$ cat config.mk
export PLATFORM = sky130hd
export DESIGN_NAME = decode_issue_scoreboard
export DESIGN_NICKNAME = d
export VERILOG_FILES = /design/src/rtl/cpu_types.sv /design/src/rtl/decode_issue_scoreboard_skid_buffer.sv /design/src/rtl/decode_issue_scoreboard.sv
export SDC_FILE = /design/constraint.sdc
export NUM_CORES = 1
export LEC_CHECK = 0
export ABC_CLOCK_PERIOD_IN_PS = 4960
export CELL_PAD_IN_SITES_DETAIL_PLACEMENT = 1
export CELL_PAD_IN_SITES_GLOBAL_PLACEMENT = 1
export CORE_MARGIN = 8
export CORE_UTILIZATION = 45
export CTS_CLUSTER_DIAMETER = 200
export DETAILED_ROUTE_END_ITERATION = 8
export GPL_TIMING_DRIVEN = 0
export PLACE_DENSITY = 0.82
export SETUP_SLACK_MARGIN = 0.02
export SLEW_MARGIN = 25
export SYNTH_ARGS = -nofsm -noshare
export SYNTH_HDL_FRONTEND = slang
export SYNTH_SLANG_ARGS = --single-unit
$ cat constraint.sdc
create_clock -name clk -period 4.96 [get_ports clk]
set_clock_uncertainty 0.05 [all_clocks]
set_input_delay 0.992 -clock clk [delete_from_list [all_inputs] [get_ports clk]]
set_output_delay 0.992 -clock clk [all_outputs]
set_load 0.01 [all_outputs]
$ cat src/rtl/cpu_types.sv
// Shared decode/issue types and default core dimensions.
// Pure declarations: no logic, no latency, no flow control.
package cpu_types;
  localparam int DEF_XLEN         = 32;
  localparam int DEF_NUM_REGS     = 32;
  localparam int DEF_MAX_INFLIGHT = 3;
  localparam int DEF_PAYLOAD_W    = 64;
  localparam int DEF_RA_W         = $clog2(DEF_NUM_REGS);
  localparam int DEF_CNT_W        = $clog2(DEF_MAX_INFLIGHT + 1);
  localparam int REG_ZERO         = 0;

  typedef logic [DEF_RA_W-1:0]  reg_addr_t;
  typedef logic [DEF_CNT_W-1:0] sb_cnt_t;

  typedef struct packed {
    logic [DEF_PAYLOAD_W-1:0] payload;
    reg_addr_t                rd_addr;
    logic                     rd_we;
  } issue_entry_t;
endpackage

$ cat src/rtl/decode_issue_scoreboard_skid_buffer.sv
// In-order valid/ready FIFO with flush; a push shows on out_* one cycle later.
// Caller gates push on occupancy; pop is out_valid & out_ready and is suppressed by flush.
module skid_buffer #(
  parameter int WIDTH = 8,
  parameter int DEPTH = 2,
  localparam int PW = (DEPTH > 1) ? $clog2(DEPTH) : 1,
  localparam int CW = $clog2(DEPTH + 1)
) (
  input  logic                   clk,
  input  logic                   rst_n,
  input  logic                   flush,
  input  logic                   push,
  input  logic [WIDTH-1:0]       push_data,
  output logic                   out_valid,
  input  logic                   out_ready,
  output logic [WIDTH-1:0]       out_data,
  output logic [CW-1:0]          count,
  output logic [DEPTH-1:0]       ent_valid,
  output logic [DEPTH*WIDTH-1:0] ent_data
);
  logic [DEPTH-1:0][WIDTH-1:0] mem_q, mem_d;
  logic [PW-1:0] rd_ptr_q, rd_ptr_d, wr_ptr_q, wr_ptr_d;
  logic [CW-1:0] count_q, count_d;
  logic pop;

  function automatic logic [PW-1:0] ptr_inc(input logic [PW-1:0] p);
    return (p == PW'(DEPTH - 1)) ? '0 : p + PW'(1);
  endfunction

  assign out_valid = (count_q != '0);
  assign out_data  = mem_q[rd_ptr_q];
  assign count     = count_q;
  assign ent_data  = mem_q;
  assign pop       = out_valid & out_ready & ~flush;

  always_comb begin
    mem_d    = mem_q;
    rd_ptr_d = rd_ptr_q;
    wr_ptr_d = wr_ptr_q;
    count_d  = count_q;
    if (flush) begin
      rd_ptr_d = '0;
      wr_ptr_d = '0;
      count_d  = '0;
    end else begin
      if (push) begin
        mem_d[wr_ptr_q] = push_data;
        wr_ptr_d        = ptr_inc(wr_ptr_q);
      end
      if (pop) rd_ptr_d = ptr_inc(rd_ptr_q);
      count_d = count_q + CW'(push) - CW'(pop);
    end
  end

  // A physical slot is live when its distance from the read pointer is below the count.
  for (genvar i = 0; i < DEPTH; i++) begin : g_vld
    logic [PW:0] off;
    assign off = (PW'(i) >= rd_ptr_q) ? (PW+1)'(i) - {1'b0, rd_ptr_q}
                                      : (PW+1)'(i + DEPTH) - {1'b0, rd_ptr_q};
    assign ent_valid[i] = (32'(off) < 32'(count_q));
  end

  always_ff @(posedge clk or negedge rst_n) begin
    if (!rst_n) begin
      mem_q    <= '0;
      rd_ptr_q <= '0;
      wr_ptr_q <= '0;
      count_q  <= '0;
    end else begin
      mem_q    <= mem_d;
      rd_ptr_q <= rd_ptr_d;
      wr_ptr_q <= wr_ptr_d;
      count_q  <= count_d;
    end
  end
endmodule

$ cat src/rtl/decode_issue_scoreboard.sv
// Decode issue unit: per-register write counters gate RAW/full hazards; accepted ops reach execute next cycle.
// in_ready depends only on buffer occupancy, flush and hazards, never on out_ready in the same cycle.
module decode_issue_scoreboard
  import cpu_types::*;
#(
  parameter int XLEN         = DEF_XLEN,
  parameter int NUM_REGS     = DEF_NUM_REGS,
  parameter int NUM_RS       = 2,
  parameter int NUM_WB       = 1,
  parameter int MAX_INFLIGHT = DEF_MAX_INFLIGHT,
  parameter int PAYLOAD_W    = DEF_PAYLOAD_W,
  localparam int RA_W        = $clog2(NUM_REGS),
  localparam int CNT_W       = $clog2(MAX_INFLIGHT + 1)
) (
  input  logic                   clk,
  input  logic                   rst_n,
  input  logic                   flush,
  input  logic                   in_valid,
  output logic                   in_ready,
  input  logic [NUM_RS*RA_W-1:0] in_rs_addr,
  input  logic [NUM_RS-1:0]      in_rs_used,
  input  logic [RA_W-1:0]        in_rd_addr,
  input  logic                   in_rd_we,
  input  logic [PAYLOAD_W-1:0]   in_payload,
  output logic                   out_valid,
  input  logic                   out_ready,
  output logic [PAYLOAD_W-1:0]   out_payload,
  output logic [RA_W-1:0]        out_rd_addr,
  output logic                   out_rd_we,
  input  logic [NUM_WB-1:0]      wb_valid,
  input  logic [NUM_WB*RA_W-1:0] wb_addr,
  output logic                   hazard,
  output logic [NUM_REGS-1:0]    busy_mask,
  output logic                   sb_error
);
  localparam int DEPTH = 2;
  localparam int OCC_W = $clog2(DEPTH + 1);
  localparam int DW    = CNT_W + $clog2(NUM_WB + DEPTH + 1) + 1;
  localparam int unused_xlen = XLEN;

  typedef struct packed {
    logic [PAYLOAD_W-1:0] payload;
    logic [RA_W-1:0]      rd_addr;
    logic                 rd_we;
  } entry_t;
  localparam int EW = $bits(entry_t);

  logic [NUM_REGS-1:0][CNT_W-1:0] cnt_q, cnt_d;
  logic sb_error_q, sb_error_d;
  logic [NUM_REGS-1:0] eff_busy, eff_full, uflow;
  logic [DEPTH-1:0] ent_valid, ent_we;
  logic [DEPTH*EW-1:0] ent_data;
  logic [DEPTH-1:0][RA_W-1:0] ent_rd;
  logic [OCC_W-1:0] occ;
  logic raw, full, blocked, accept;
  entry_t push_ent, head_ent;
  logic unused_payload;

  assign unused_payload = ^ent_data;

  for (genvar e = 0; e < DEPTH; e++) begin : g_ent
    assign ent_rd[e] = ent_data[e*EW+1 +: RA_W];
    assign ent_we[e] = ent_valid[e] & ent_data[e*EW] & (ent_rd[e] != RA_W'(REG_ZERO));
  end

  // cnt_eff = cnt - wb_dec (floored at 0) drives hazards; flush kills add to the decrement.
  for (genvar r = 0; r < NUM_REGS; r++) begin : g_reg
    assign busy_mask[r] = |cnt_q[r];
    if (r == REG_ZERO) begin : g_x0
      assign eff_busy[r] = 1'b0;
      assign eff_full[r] = 1'b0;
      assign uflow[r]    = 1'b0;
      assign cnt_d[r]    = '0;
    end else begin : g_trk
      logic [DW-1:0] cur, wb_dec, fl_dec;
      logic [DW:0]   up, dn;
      always_comb begin
        wb_dec = '0;
        for (int w = 0; w < NUM_WB; w++)
          if (wb_valid[w] && (wb_addr[w*RA_W +: RA_W] == RA_W'(r))) wb_dec = wb_dec + DW'(1);
        fl_dec = '0;
        for (int e = 0; e < DEPTH; e++)
          if (flush && ent_we[e] && (ent_rd[e] == RA_W'(r))) fl_dec = fl_dec + DW'(1);
      end
      assign cur         = DW'(cnt_q[r]);
      assign up          = {1'b0, cur} + (DW+1)'(accept & in_rd_we & (in_rd_addr == RA_W'(r)));
      assign dn          = {1'b0, wb_dec} + {1'b0, fl_dec};
      assign eff_busy[r] = (cur > wb_dec);
      assign eff_full[r] = (cur == wb_dec + DW'(MAX_INFLIGHT));
      assign uflow[r]    = (dn > up);
      assign cnt_d[r]    = (dn > up) ? '0 : CNT_W'(up - dn);
    end
  end

  always_comb begin
    raw = 1'b0;
    for (int i = 0; i < NUM_RS; i++)
      if (in_rs_used[i] && eff_busy[in_rs_addr[i*RA_W +: RA_W]]) raw = 1'b1;
  end

  assign full       = in_rd_we & eff_full[in_rd_addr];
  assign blocked    = raw | full;
  assign hazard     = in_valid & blocked;
  assign in_ready   = (occ < OCC_W'(DEPTH)) & ~flush & ~blocked;
  assign accept     = in_valid & in_ready;
  assign sb_error_d = sb_error_q | (|uflow);
  assign sb_error   = sb_error_q;
  assign push_ent   = {in_payload, in_rd_addr, in_rd_we};

  skid_buffer #(.WIDTH(EW), .DEPTH(DEPTH)) u_skid (
    .clk       (clk),
    .rst_n     (rst_n),
    .flush     (flush),
    .push      (accept),
    .push_data (push_ent),
    .out_valid (out_valid),
    .out_ready (out_ready),
    .out_data  (head_ent),
    .count     (occ),
    .ent_valid (ent_valid),
    .ent_data  (ent_data)
  );

  assign out_payload = head_ent.payload;
  assign out_rd_addr = head_ent.rd_addr;
  assign out_rd_we   = head_ent.rd_we;

  always_ff @(posedge clk or negedge rst_n) begin
    if (!rst_n) begin
      cnt_q      <= '0;
      sb_error_q <= 1'b0;
    end else begin
      cnt_q      <= cnt_d;
      sb_error_q <= sb_error_d;
    end
  end
endmodule
=== Word level (Yosys, flattened, before mapping) ===
Cells that the tools add are included.
Widths: inputs -> output; s select.

* Flip-flop bits (word level): 207
* Input bits: 93
* Output and inout port bits: 106
* Word-level logic and storage cells: 757

* $add $sub $neg: 163
* Order comparisons: 73
* Eq/ne operators: 155
* Muxes and demuxes: 146
* Bitwise operators: 47
* Reductions and logical operators: 136

{| class="wikitable"
|+ Operators with widths
! operator !! number
|-
| $eq 5x5->1 const B || 64
|-
| $mux 70 || 3
|-
| $add 1x5->6 || 31
|-
| $add 2x6->6 || 30
|-
| $and 6x1->6 || 30
|-
| $gt 6x6->1 || 30
|-
| $eq 5x4->1 const B || 32
|-
| $add 5x1->5 const B || 31
|-
| $add 5x2->5 const B || 31
|-
| $eq 2x5->1 || 31
|-
| $gt 2x5->1 || 31
|-
| $mux 5 || 31
|-
| $bwmux 140 || 1
|-
| $logic_and 1x1->1 || 98
|-
| $eq 5x3->1 const B || 16
|-
| $mux 1 || 73
|-
| $demux 70 s1 || 1
|-
| $mux 2 || 34
|-
| $reduce_or 2->1 || 31
|-
| $sub 2x2->2 || 31
|-
| $eq 5x2->1 const B || 8
|-
| $reduce_or 31->1 || 1
|-
| $eq 5x1->1 const B || 4
|-
| $lt 5x6->1 const B || 3
|-
| other kinds (19) || 44
|}

=== Depth between registers and ports, before layout ===
* Word-level depth: 19
* Depth in mapped cells: 23
* Gate-level depth less buffers: 23

=== By module ===
Synthesis repeated with hierarchy kept, for this count alone.

* Cell total of the unflattened synthesis: 1686
* Area, all modules: 17271.6 µm²

{| class="wikitable"
|+ By module, submodules not included
! module !! instances !! cells each !! area an instance (µm²) !! seq. area each (µm²)
|-
| decode_issue_scoreboard || 1 || 1290 || 10984.3 || 1576.5
|-
| skid_buffer || 1 || 396 || 6287.3 || 3603.5
|}

=== Worst setup path before layout ===
OpenSTA, ideal clock, no wires.

* Path type: input-to-reg
* Start: in wb_addr[4]
* End: reg sb_error_q (netlist: sb_error)
* Library setup time: 0.127 ns
* Data arrival time: 5.469 ns
* Required time: 4.783 ns
* Slack: -0.686 ns
* Stages: 22
* Path buffers: 0
* Cell sequence: or4b_4 > nor2_1 > ha_1 > o21bai_1 > mux4_2 > o41ai_1 > a311o_1 > o2111ai_1 > nor4_4 > nand3_1 > nor2_1 > ha_1 > ha_1 > inv_1 > ha_1 > nor2b_1 > o21a_1 > nor2_1 > a31oi_1 > nor4_1 > nand4_1 > or2_2

* Cells in the longest elaborated chain, start to end: 19
* Elaborated cells between the ends (all ways): 328
* Classes of those cells: 93 x add/sub; 62 x order compare; 62 x eq/ne; 39 x mux; 38 x bitwise; 34 x reduce/logical

{| class="wikitable"
|+ RTL lines
! item !! RTL line !! text
|-
| start: declaration || decode_issue_scoreboard.sv:31 || <nowiki>input logic [NUM_WB*RA_W-1:0] wb_addr,</nowiki>
|-
| parallel branches: the longest is 17 deep, another holds $add 5x2->5 || n/a ||
|-
| $reduce_or 31->1 * || decode_issue_scoreboard.sv:106 || <nowiki>assign sb_error_d = sb_error_q | (|uflow);</nowiki>
|-
| $or 1x1->1 * || decode_issue_scoreboard.sv:106 ||
|-
| named net sb_error_d || decode_issue_scoreboard.sv:49 || <nowiki>logic sb_error_q, sb_error_d;</nowiki>
|-
| end signal: assignment || decode_issue_scoreboard.sv:134 || <nowiki>sb_error_q <= sb_error_d;</nowiki>
|-
| end: declaration || decode_issue_scoreboard.sv:49 ||
|}

Mark *: on every way through the listed nets, which the timed path passes. The select of a mux whose other input is x is not followed.
A chain may end at the register's enable or synchronous reset.

=== Final worst setup path ===
* Start: in in_rd_addr[1]
* End: reg sb_error_q (netlist: sb_error)

* Cells in the longest elaborated chain, start to end: 13
* Elaborated cells between the ends (all ways): 134
* Classes of those cells: 31 x add/sub; 31 x order compare; 31 x eq/ne; 2 x mux; 38 x bitwise; 1 x reduce/logical

{| class="wikitable"
|+ RTL lines
! item !! RTL line !! text
|-
| start: declaration || decode_issue_scoreboard.sv:22 || <nowiki>input logic [RA_W-1:0] in_rd_addr,</nowiki>
|-
| $bmux 1 s5 || decode_issue_scoreboard.sv:101 || <nowiki>assign full = in_rd_we & eff_full[in_rd_addr];</nowiki>
|-
| $mux 1 (not written as such) || decode_issue_scoreboard.sv:101 ||
|-
| $and 1x1->1 || decode_issue_scoreboard.sv:101 ||
|-
| $or 1x1->1 || decode_issue_scoreboard.sv:102 || <nowiki>assign blocked = raw | full;</nowiki>
|-
| $not 1->1 || decode_issue_scoreboard.sv:104 || <nowiki>assign in_ready = (occ < OCC_W'(DEPTH)) & ~flush & ~blocked;</nowiki>
|-
| $and 1x1->1 || decode_issue_scoreboard.sv:104 ||
|-
| $and 1x1->1 || decode_issue_scoreboard.sv:105 || <nowiki>assign accept = in_valid & in_ready;</nowiki>
|-
| $and 1x1->1 || decode_issue_scoreboard.sv:86 || <nowiki>assign up = {1'b0, cur} + (DW+1)'(accept & in_rd_we & (in_rd_addr == RA_W'(r)));</nowiki>
|-
| $and 6x1->6 or $and 1x1->1 (tied branches) || decode_issue_scoreboard.sv:86 ||
|-
| $add 2x6->6 or $add 2x1->3 (tied branches) || decode_issue_scoreboard.sv:86 ||
|-
| $gt 6x6->1 or $gt 6x3->1 (tied branches) || decode_issue_scoreboard.sv:90 || <nowiki>assign uflow[r] = (dn > up);</nowiki>
|-
| $reduce_or 31->1 * || decode_issue_scoreboard.sv:106 ||
|-
| $or 1x1->1 * || decode_issue_scoreboard.sv:106 ||
|-
| named net sb_error_d || decode_issue_scoreboard.sv:49 ||
|}

The timed path passes the listed nets; every way through them passes the cells marked *. The select of a mux whose other input is x is not followed.

==> run summary <==
clock latency on the worst-skew pair: 0.60 ns
Clk pwr share: 24.1%
Critical-path top delay cell: clkbuf_1
Leak: 10.3 nW
max_cap viols: 0
synthesized area: 16700 sq um
actual slew at the worst max-slew pin: 0.976 ns
Syn Area/Cell: 10.4 sq um
DRT antenna net count: 0
routed len/inst: 27.3 um
nets@finish: 2347
Hold Slack: 0.240 ns
most common cell after layout, fill and taps aside: ha_1
Logic pwr share: 48.6%
synth-to-layout area growth: 39.0%
fillers: 3655
cell internal pwr: 6.39 mW
Area contributors post-synth: dfrtp_1, ha_1, mux2_1
Post-Place Setup Slack: -3.28 ns
FFs w/ async S/R, synth: 100%
initial core utilization: 45.7%
share of post-route cells with drive strength above 1: 29.5%
gpl congestion: 0.922
cts bufs inserted: 27
final worst setup slack: -1.09 ns
Final Hold Vio Count: 0
# DRC: 0
status: finished with violations
Setup Crit Path Kind: primary input to register
Post-DP HPWL: 42900 um
port buffer count: 191
startpoint class of the critical path: primary input
Crit path largest cell delay: 0.69 ns
Root Driver: clkbuf_16
critical path peak fanout: 10
sequential fraction of design power: 27.3%
Post-synth EDFFs: 0
first-pass GRT wire length: 91800 um
Unique masters post-synth: 65
drt total wl: 65600 um
DR pass1 iterations: 5
Sw Share: 37.2%
Die ar.: 43600 sq um
H-Tree Depth: 1
RSZ-0062 raised after global routing: true
Worst EP required: 5.40 ns
Post-Syn Nets: 2039
Multi-input gate area: 12700 sq um
placed standard-cell area: 19600 sq um
relative slew slack: 34.9%
via count: 14188
Cell Chain, Critical Path: buf_2 -> clkbuf_1 -> nor4b_1 -> nor4_1 -> o221ai_2 -> o2111ai_2 -> o2111ai_2 -> nor4_4 -> buf_4 -> nand3b_1 -> buf_6 -> nor2_2 -> ha_2 -> ha_1 -> inv_2 -> ha_4 -> nor2b_2 -> o21a_1 -> nor2_2 -> a31oi_4 -> nor4_4 -> nand4_1 -> or2_4
CTS Hold Bufs: 0
clock sinks: 207
post-synth top area share: 30.9%
CTS tree: done
Pwr per Cell Area: 437 nW/um^2
final core occ: 63.6%
crit path from: in_rd_addr[1]
FP Rows: 70
CP Capture Type: register
largest net degree at the start of global routing: 93
via-per-instance ratio: 5.91
core region area: 36600 sq um
die height: 209 um
FF-to-FF Start: cnt_q[62]$_DFF_PN0_
final worst-path cycle share: 122%
commonest non-fill, non-tap cells in the layout: ha_1, dfrtp_1, clkdlybuf4s50_1
worst hold path type: primary input to asynchronous set/reset pin
sequential area share after synthesis: 30.9%
WP data arrival: 6.48 ns
clock buffer depth: 3
Reg2Reg Depth: 23
Post-Syn Instances: 1603
vias in the first global route: 15649
Yosys reg bits: 207
initial DRC count: 857
Max Slew Vio Count: 0
Ports: 199
Tmin final: 6.05 ns
Remaining Overflow, GRT: 0
FF+latch area: 5180 sq um
crit path capture: sb_error$_DFF_PN0_
post-route cell area: 23300 sq um
Total GRT Usage: 26.7%
P_sw: 3.78 mW
initial antenna violation count: 3
Yosys top cell by area: dfrtp_1
failing checks: negative setup slack
Max VDD drop: 0.000324 V
r2r setup slk: -0.48 ns
Fmax: 165 MHz
Final Setup Violations: 61
top_reg_cell synth: dfrtp_1
r2r endpoint: sb_error$_DFF_PN0_
Die Wd: 209 um
Clk pin slew, worst setup/hold paths: 0.07 ns
yosys warns: 0
cells in the mapped netlist (3+ instances only):
cell type and number:
a21o_1 8, a21oi_1 11, a311o_1 4, a31oi_1 33
buf_2 11, buf_6 7, clkbuf_1 27, dfrtp_1 207
fa_1 31, ha_1 312, inv_1 181, mux2_1 139
mux2_2 69, mux4_2 11, nand2_1 25, nand2b_1 17
nand3_1 15, nand3b_1 15, nand4_1 4, nor2_1 189
nor2b_1 34, nor3_1 43, nor3b_1 8, nor4_1 10
nor4bb_1 4, o2111ai_1 3, o211ai_1 4, o21a_1 24
o21ai_0 4, o21bai_1 31, o22ai_1 6, o311ai_0 4
or2_2 30, or3_1 3, xor2_1 35
metal layers:
layer | GRT usage, % | up-vias | share of wire (%)
li1 | - | 6130 | -
met1 | 30.0 | 7155 | 37
met2 | 47.1 | 648 | 49
met3 | 8.31 | 249 | 8.8
met4 | 9.45 | 6 | 5.1
met5 | 0 | - | 0.059
kinds of logic after synthesis:
logic type,Yosys count,share of synthesized area [%]
AND/OR/NAND/NOR,414,12.4
flip-flops,207,30.9
multiplexers,221,15.6
adder cells (fa/ha/maj),343,27.0
other,1,0.0224
buffers and inverters,231,5.62
AO/OA/AOI/OAI,149,6.48
XOR/XNOR,37,1.93
per-stage QoR:
step                TNS (ns)  cells  total power [mW]
floorplan              -1.14   1603              4.79
global placement    -1568.65   2262              6.52
detailed placement   -271.25   2264              6.74
CTS                    -1.07   2340              9.55
global route          -18.40   2400              10.6
finish                -14.40   2401              10.2
final cells by class:
class	instances	share of cell area [%]
Tap cell	468	2.52
Buffer	45	1.04
Antenna cell	1	0.0107
Clock inverter	19	1.62
Clock buffer	31	3.05
Inverter	183	3.04
Sequential cell	207	22.2
Multi-Input combinational cell	1165	54.7
Timing Repair Buffer	282	11.8
critical path, delay by kind of cell:
kind	cells	cell delay (ns)
and+or+nand+nor	10	2.45
AOI/OAI and AO/OA	5	0.90
adders and majority gates	3	0.62
buffers and inverters	5	1.50
state kept, by name, indices dropped and copies added (netlist names):
name and cells:
u_skid.wr_ptr_q 1, cnt_q 62, u_skid.rd_ptr_q 1, u_skid.ent_data 140, u_skid.count 2, sb_error 1
repair_timing:
action,4_1_cts,5_1_grt
pin swaps,59,110
resized for setup,200,222
setup endpoints to repair,205,65
endpoints found under the hold margin,0,0
buffers inserted,29,60
worst min path at each step:
| stage | end | cells past startpoint | from |
|---|---|---|---|
| after global placement | u_skid.ent_data[22]$_DFFE_PN0P_ | 1 | u_skid.ent_data[22]$_DFFE_PN0P_ |
| after floorplan | u_skid.ent_data[10]$_DFFE_PN0P_ | 1 | u_skid.ent_data[10]$_DFFE_PN0P_ |
| after global routing | cnt_q[8]$_DFF_PN0_ | 1 | rst_n |
| after detailed placement | u_skid.ent_data[23]$_DFFE_PN0P_ | 1 | u_skid.ent_data[23]$_DFFE_PN0P_ |
| after CTS | cnt_q[9]$_DFF_PN0_ | 1 | rst_n |
| final | cnt_q[8]$_DFF_PN0_ | 1 | rst_n |
power groups by stage:
stage | registers, mW | clock network, mW | logic, mW
5_1_grt | 2.85 | 2.52 | 5.20
6_report | 2.78 | 2.45 | 4.94
2_1_floorplan | 2.57 | 0 | 2.22
3_5_place_dp | 2.73 | 0 | 4.00
3_3_place_gp | 2.66 | 0 | 3.86
4_1_cts | 2.75 | 2.47 | 4.33
No activity file was read; power rests on OpenSTA's default activity.
